### src/rtl/mem_stage_pkg.sv
// mem_stage_pkg: shared codes and state encoding for the RV32 memory stage.
package mem_stage_pkg;
    localparam logic [2:0] LB_F3  = 3'b000;
    localparam logic [2:0] LH_F3  = 3'b001;
    localparam logic [2:0] LW_F3  = 3'b010;
    localparam logic [2:0] LBU_F3 = 3'b100;
    localparam logic [2:0] LHU_F3 = 3'b101;
    localparam logic [2:0] SB_F3  = 3'b000;
    localparam logic [2:0] SH_F3  = 3'b001;
    localparam logic [2:0] SW_F3  = 3'b010;
    localparam logic [31:0] LOAD_MISALIGN  = 32'd4;
    localparam logic [31:0] STORE_MISALIGN = 32'd6;
    typedef enum logic [1:0] {MEM_IDLE, MEM_REQ, MEM_RESP} mem_state_e;
endpackage

### src/rtl/mem_stage_align.sv
// mem_align: store lane replication/strobes, load extract/extend, misalign and funct3 legality.
module mem_align
    import mem_stage_pkg::*;
(
    input  logic        is_store_i,
    input  logic [2:0]  funct3_i,
    input  logic [1:0]  addr_lo_i,
    input  logic [31:0] store_data_i,
    input  logic [31:0] rdata_i,
    output logic [31:0] wdata_o,
    output logic [3:0]  wstrb_o,
    output logic [31:0] load_data_o,
    output logic        misalign_o,
    output logic        unsupported_o
);
    logic [31:0] sh;
    assign sh = rdata_i >> {addr_lo_i, 3'b000};
    assign load_data_o = funct3_i == LB_F3  ? {{24{sh[7]}}, sh[7:0]} :
                         funct3_i == LH_F3  ? {{16{sh[15]}}, sh[15:0]} :
                         funct3_i == LBU_F3 ? {24'b0, sh[7:0]} :
                         funct3_i == LHU_F3 ? {16'b0, sh[15:0]} : rdata_i;
    assign unsupported_o = is_store_i ? (funct3_i[2] | (funct3_i[1:0] == 2'b11))
                                      : ((funct3_i[1:0] == 2'b11) | (funct3_i == 3'b110));
    assign misalign_o = ~unsupported_o & (funct3_i[1:0] == 2'b01 ? addr_lo_i[0] :
                                          funct3_i[1:0] == 2'b10 ? |addr_lo_i : 1'b0);
    assign wdata_o = funct3_i[1:0] == 2'b00 ? {4{store_data_i[7:0]}} :
                     funct3_i[1:0] == 2'b01 ? {2{store_data_i[15:0]}} : store_data_i;
    assign wstrb_o = funct3_i[1:0] == 2'b00 ? 4'b0001 << addr_lo_i :
                     funct3_i[1:0] == 2'b01 ? 4'b0011 << addr_lo_i : 4'b1111;
endmodule

### src/rtl/mem_stage.sv
// mem_stage: RV32 memory stage driving a valid/ready data bus and the MEM/WB register.
module mem_stage
    import mem_stage_pkg::*;
#(
    parameter int ADDR_W = 32,
    parameter int DATA_W = 32
) (
    input  logic              clk,
    input  logic              rst_n,
    input  logic              ex_mem_valid,
    input  logic              ex_mem_mem_ren,
    input  logic              ex_mem_mem_wen,
    input  logic [2:0]        ex_mem_funct3,
    input  logic [ADDR_W-1:0] ex_mem_addr,
    input  logic [DATA_W-1:0] ex_mem_store_data,
    input  logic [4:0]        ex_mem_rd_addr,
    input  logic              ex_mem_rd_wen,
    input  logic [DATA_W-1:0] ex_mem_rd_data,
    input  logic [31:0]       ex_mem_pc,
    output logic              dbus_req_valid,
    input  logic              dbus_req_ready,
    output logic              dbus_we,
    output logic [ADDR_W-1:0] dbus_addr,
    output logic [DATA_W-1:0] dbus_wdata,
    output logic [3:0]        dbus_wstrb,
    input  logic              dbus_resp_valid,
    input  logic [DATA_W-1:0] dbus_rdata,
    output logic              mem_stall,
    output logic              mem_wb_valid,
    output logic [4:0]        mem_wb_rd_addr,
    output logic              mem_wb_rd_wen,
    output logic [DATA_W-1:0] mem_wb_rd_data,
    output logic              mem_csr_trap_valid,
    output logic [31:0]       mem_csr_trap_cause,
    output logic [31:0]       mem_csr_trap_pc,
    output logic [31:0]       mem_csr_trap_tval
);
    mem_state_e        state_q, state_d;
    logic [ADDR_W-1:0] addr_q, addr_d;
    logic [2:0]        f3_q, f3_d;
    logic [DATA_W-1:0] data_q, data_d;
    logic [4:0]        rd_addr_q, rd_addr_d;
    logic              rd_wen_q, rd_wen_d, store_q, store_d;
    logic              wb_valid_q, wb_valid_d, wb_wen_q, wb_wen_d;
    logic [4:0]        wb_addr_q, wb_addr_d;
    logic [DATA_W-1:0] wb_data_q, wb_data_d;
    logic              trap_q, trap_d;
    logic [31:0]       cause_q, cause_d, tpc_q, tpc_d, tval_q, tval_d;
    logic              idle, req, is_mem, start, al_mis, al_unsup;
    logic [DATA_W-1:0] al_wdata, al_load;
    logic [3:0]        al_wstrb;

    assign idle   = state_q == MEM_IDLE;
    assign req    = state_q == MEM_REQ;
    assign is_mem = ex_mem_mem_ren | ex_mem_mem_wen;
    assign start  = idle & ex_mem_valid & is_mem & ~al_unsup & ~al_mis;

    // Aligner sees the incoming op while idle and the latched op afterwards
    mem_align u_align (
        .is_store_i    (idle ? ex_mem_mem_wen : store_q),
        .funct3_i      (idle ? ex_mem_funct3 : f3_q),
        .addr_lo_i     (idle ? ex_mem_addr[1:0] : addr_q[1:0]),
        .store_data_i  (idle ? ex_mem_store_data : data_q),
        .rdata_i       (dbus_rdata),
        .wdata_o       (al_wdata),
        .wstrb_o       (al_wstrb),
        .load_data_o   (al_load),
        .misalign_o    (al_mis),
        .unsupported_o (al_unsup)
    );

    assign dbus_req_valid = req;
    assign dbus_we        = req & store_q;
    assign dbus_addr      = req ? {addr_q[ADDR_W-1:2], 2'b00} : '0;
    assign dbus_wdata     = req ? al_wdata : '0;
    assign dbus_wstrb     = (req & store_q) ? al_wstrb : 4'b0000;
    assign mem_stall      = start | req | (state_q == MEM_RESP & ~dbus_resp_valid);

    assign mem_wb_valid       = wb_valid_q;
    assign mem_wb_rd_addr     = wb_addr_q;
    assign mem_wb_rd_wen      = wb_wen_q;
    assign mem_wb_rd_data     = wb_data_q;
    assign mem_csr_trap_valid = trap_q;
    assign mem_csr_trap_cause = cause_q;
    assign mem_csr_trap_pc    = tpc_q;
    assign mem_csr_trap_tval  = tval_q;

    always_comb begin
        state_d    = state_q;
        addr_d     = addr_q;
        f3_d       = f3_q;
        data_d     = data_q;
        rd_addr_d  = rd_addr_q;
        rd_wen_d   = rd_wen_q;
        store_d    = store_q;
        wb_valid_d = 1'b0;
        wb_addr_d  = wb_addr_q;
        wb_wen_d   = wb_wen_q;
        wb_data_d  = wb_data_q;
        trap_d     = 1'b0;
        cause_d    = cause_q;
        tpc_d      = tpc_q;
        tval_d     = tval_q;
        unique case (state_q)
            MEM_IDLE: begin
                if (start) begin
                    state_d   = MEM_REQ;
                    addr_d    = ex_mem_addr;
                    f3_d      = ex_mem_funct3;
                    data_d    = ex_mem_store_data;
                    rd_addr_d = ex_mem_rd_addr;
                    rd_wen_d  = ex_mem_rd_wen;
                    store_d   = ex_mem_mem_wen;
                end else if (ex_mem_valid) begin
                    wb_valid_d = 1'b1;
                    wb_addr_d  = ex_mem_rd_addr;
                    wb_wen_d   = ex_mem_rd_wen & ~is_mem;
                    wb_data_d  = ex_mem_rd_data;
                    if (is_mem & al_mis) begin
                        trap_d  = 1'b1;
                        cause_d = ex_mem_mem_wen ? STORE_MISALIGN : LOAD_MISALIGN;
                        tpc_d   = ex_mem_pc;
                        tval_d  = 32'(ex_mem_addr);
                    end
                end
            end
            MEM_REQ: state_d = dbus_req_ready ? MEM_RESP : MEM_REQ;
            MEM_RESP: begin
                if (dbus_resp_valid) begin
                    state_d    = MEM_IDLE;
                    wb_valid_d = 1'b1;
                    wb_addr_d  = rd_addr_q;
                    wb_wen_d   = rd_wen_q & ~store_q;
                    wb_data_d  = store_q ? '0 : al_load;
                end
            end
            default: state_d = MEM_IDLE;
        endcase
    end

    always_ff @(posedge clk or negedge rst_n) begin
        if (!rst_n) begin
            state_q    <= MEM_IDLE;
            addr_q     <= '0;
            f3_q       <= '0;
            data_q     <= '0;
            rd_addr_q  <= '0;
            rd_wen_q   <= 1'b0;
            store_q    <= 1'b0;
            wb_valid_q <= 1'b0;
            wb_addr_q  <= '0;
            wb_wen_q   <= 1'b0;
            wb_data_q  <= '0;
            trap_q     <= 1'b0;
            cause_q    <= '0;
            tpc_q      <= '0;
            tval_q     <= '0;
        end else begin
            state_q    <= state_d;
            addr_q     <= addr_d;
            f3_q       <= f3_d;
            data_q     <= data_d;
            rd_addr_q  <= rd_addr_d;
            rd_wen_q   <= rd_wen_d;
            store_q    <= store_d;
            wb_valid_q <= wb_valid_d;
            wb_addr_q  <= wb_addr_d;
            wb_wen_q   <= wb_wen_d;
            wb_data_q  <= wb_data_d;
            trap_q     <= trap_d;
            cause_q    <= cause_d;
            tpc_q      <= tpc_d;
            tval_q     <= tval_d;
        end
    end
endmodule

### config.mk
export PLATFORM = sky130hd
export DESIGN_NAME = mem_stage
export DESIGN_NICKNAME = d
export VERILOG_FILES = /design/src/rtl/mem_stage_pkg.sv /design/src/rtl/mem_stage_align.sv /design/src/rtl/mem_stage.sv
export SDC_FILE = /design/constraint.sdc
export NUM_CORES = 1
export LEC_CHECK = 0
export CAP_MARGIN = 20
export CORE_UTILIZATION = 40
export DETAILED_ROUTE_END_ITERATION = 10
export GPL_ROUTABILITY_DRIVEN = 1
export GPL_TIMING_DRIVEN = 0
export PLACE_DENSITY = 0.75
export SLEW_MARGIN = 15
export SYNTH_ARGS = -nofsm -noshare
export SYNTH_HDL_FRONTEND = slang
export SYNTH_SLANG_ARGS = --single-unit
### constraint.sdc
create_clock -name clk -period 5.3 [get_ports clk]
set_input_delay 1.06 -clock clk [delete_from_list [all_inputs] [get_ports clk]]
set_output_delay 1.06 -clock clk [all_outputs]
set_load 0.05 [all_outputs]
==> impl_results.md <==
- Clk slew on worst S/H paths: 70 ps
- Max Clk Rate: 195 MHz
- Gate power share: 60.6%
- Hold Crit Start: mem_csr_trap_cause[2]
- CTS tree: built
- P&R area growth vs syn: 49.4%
- # clock sinks: 182
- Final Hold Fails: 0
- Post-synthesis xor/xnor area fraction: 0%
- # DRC: 0
- Worst Hold Class: flop to flop
- Status: completed
- Initial antenna violation count: 1
- Iter 0 DRT Violations: 328
- Critical Path End Type: output pin
- Post-Synth Adder-Cell Area: 0.535%
- Worst setup SP type: input port
- Fin nets: 1435
- Worst R2R End: rd_addr_q[4]
- Yosys reg bits: 182
- # H-tree levels: 4
- Crit path from: ex_mem_addr[1]
- Routed Antenna Nets: 0
- Hold Path End: mem_csr_trap_cause[2]
- FF-to-FF setup slack: 1920 ps
- EDFF count, synth: 0
- Clock power share: 13.3%
- Inserted Diodes: 0
- Simple-gate area share of the yosys netlist: 13.3%
- Cells after Synth: 855
- Period utilisation layout: 96.9%
- PortBufs: 350
- Via count: 8072
- Avg Inst Size Synth: 10.9 um^2
- Core area: 0.0228 mm^2
- Total CTS buffers: 17
- Post-synthesis sequential area ratio: 48.7%
- Cell leakage power: 6.03 nW
- Pin count of the biggest net entering global routing: 97
- Rows: 55
- Latest clock arrival within the worst-skew pair: 440 ps
- Max FO, Critical Path: 20
- Hold_buf cts: 0
- R2r worst-path depth: 12
- Share of power burned in registers: 26.1%
- Primary FF master, synth: dfrtp_1
- I/O pin count: 383
- CTS max path bufs: 2
- Critical Path RT: 4240 ps
- Synth cell types: 59
- Slew Viols, Final: 0
- Power density over the cells: 686 mW/mm^2
- CP Data Arrival Time: 4080 ps
- Sw power: 0.00470 W
- Worst slew pin tran: 671 ps
- Final min period: 5140 ps
- Hold depth: 1
- Number of global-route vias before repair: 8322
- Root buffer cell: clkbuf_16
- Setup CP Type: input port to output pin
- Post-route cell area: 0.0140 mm^2
- Reg-to-reg critical path startpoint: state_q[0]
- Switching share of power: 49.0%
- Proportion of synthesized area in mux cells: 19.3%
- YS warnings: 0
- Rel. slew slack: 55.3%
- Gpl congestion: 0.918
- Max-cap violations: 0
- Main combinational cell family by area after synthesis: multiplexers
- Layout cell share with drive strength beyond 1: 20.7%
- Grt total ovfl: 0
- Starting density of the core: 41.1%
- WL/cell: 19.7 um
- Final WL: 31200 um
- Vias per inst: 5.11
- Synthesized area: 0.00936 mm^2
- Complex-gate fraction of the synthesized area: 11.4%
- RSZ-0062 raised after global routing: false
- DIE WIDTH: 155 um
- First-pass GRT wire length: 47900 um
- Drt pass-1 iters: 5
- Hold WS: 483 ps
- Setup Skew: 15.4 ps
- Dpl cell area: 0.0134 mm^2
- FFs w/ async S/R, synth: 100%
- Die Y: 155 um
- Total track usage: 26.2%
- Placed wire-length estimate: 23900 um
- IR drop worst, VDD: 411 uV
- Cell-internal power: 0.00490 W
- Die area: 0.0240 mm^2
- Final setup violation count: 0
## placed cells by master (no fill, tap or decap), types with 32 or more instances in the layout
cell type and n:
buf_4 39, mux2_2 112, nor2_1 41, and2_1 40, nand2_1 86, o21ai_0 44
clkdlybuf4s50_1 348, dfrtp_1 182, conb_1 32, a21oi_1 35
## routing by layer
| metal | up-vias | global-route usage (%) | routed length [um] | share of wire, % |
|---|---|---|---|---|
| met5 | - | 0 | 9 | 0.029 |
| met4 | 2 | 9.71 | 752 | 2.4 |
| met3 | 44 | 7.63 | 2570 | 8.3 |
| met2 | 348 | 45.8 | 15700 | 50 |
| met1 | 3926 | 30.3 | 12200 | 39 |
| li1 | 3752 | - | - | - |
## cells in the mapped netlist, types with 3 or more instances
cell type	count	area [um^2]
a211oi_1	9	67.6
a21o_1	3	22.5
a21oi_1	35	175
a21oi_2	3	26.3
a221oi_1	7	61.3
a22oi_1	8	60.1
a31oi_1	13	81.3
and2_1	40	250
and3_1	9	56.3
buf_2	18	90.1
buf_4	39	293
buf_6	12	135
clkbuf_1	23	86.3
dfrtp_1	182	4550
ha_1	4	50.1
inv_1	5	18.8
mux2_2	112	1260
mux2_4	29	435
mux2i_1	11	110
nand2_1	86	323
nand2b_1	19	119
nand3_1	23	115
nor2_1	41	154
nor2_2	3	18.8
nor3_1	18	90.1
nor4_1	4	25.0
o211ai_1	15	113
o21a_1	7	52.6
o21ai_0	44	220
## layout make-up
cell class	instances	area [um^2]
Fill cell	1893	8790
Multi-Input combinational cell	603	4280
Clock buffer	18	429
Inverter	8	31.3
Buffer	92	604
Clock inverter	14	161
Sequential cell	182	4550
Timing Repair Buffer	351	3530
Tap cell	313	392
## power groups by stage
stage | Sequential (W) | Clock [W] | Combinational, W
finish | 0.00251 | 0.00128 | 0.00581
global route | 0.00260 | 0.00136 | 0.00612
CTS | 0.00251 | 0.00131 | 0.00583
detailed placement | 0.00253 | 0 | 0.00581
global placement | 0.00250 | 0 | 0.00574
floorplan | 0.00381 | 0 | 0.00259
## worst max-delay path, cell delays in order
cell	delay (ps)
clkdlybuf4s50_1	560
or3b_1	390
and2_1	160
buf_2	240
ha_1	320
nor3_1	260
o31a_1	220
nor2_2	80
buf_4	190
or3_1	370
buf_2	220
## flip-flops by register name, indices dropped and copies added, names as in the netlist
name / count
mem_wb_rd_addr: 5
rd_addr_q: 5
mem_wb_rd_wen: 1
addr_q: 32
store_q: 1
state_q: 2
mem_csr_trap_valid: 1
rd_wen_q: 1
f3_q: 3
mem_csr_trap_pc: 32
mem_wb_valid: 1
mem_csr_trap_tval: 32
data_q: 32
mem_wb_rd_data: 32
mem_csr_trap_cause: 2
## worst max-delay path by stage
stage | end | slack [ps] | cells past startpoint
2_1_floorplan | mem_stall | 850 | 10
3_3_place_gp | mem_csr_trap_pc[5] | -4560 | 1
3_5_place_dp | mem_stall | -620 | 12
4_1_cts | mem_stall | 10 | 11
5_1_grt | mem_stall | 20 | 11
6_report | mem_stall | 160 | 11
## per-stage QoR
step / worst slack [ps] / setup TNS, ps / util (%) / power (W) / std cells
after detailed placement: -618 / -618 / 58.9 / 0.00834 / 1550
after CTS: 9.74 / 0 / 61.4 / 0.00964 / 1581
final: 164 / 0 / 61.4 / 0.00960 / 1581
after floorplan: 851 / 0 / - / 0.00640 / 886
after global placement: -4560 / -827220 / 58.7 / 0.00824 / 1549
after global routing: 22.6 / 0 / 61.4 / 0.0101 / 1581
## logic make-up after synthesis
group                      Yosys count
other                                1
muxes                              152
AOI/OAI and AO/OA                  162
adders and majority gates            4
DFF                                182
and+or+nand+nor                    253
buffers and inverters              101
## timing repair
item,4_1_cts,5_1_grt
buffers inserted,0,0
endpoints found under the setup margin,1,1
endpoints found under the hold margin,0,0
gates resized for setup,3,2
Power figures use the tool's default switching activity.
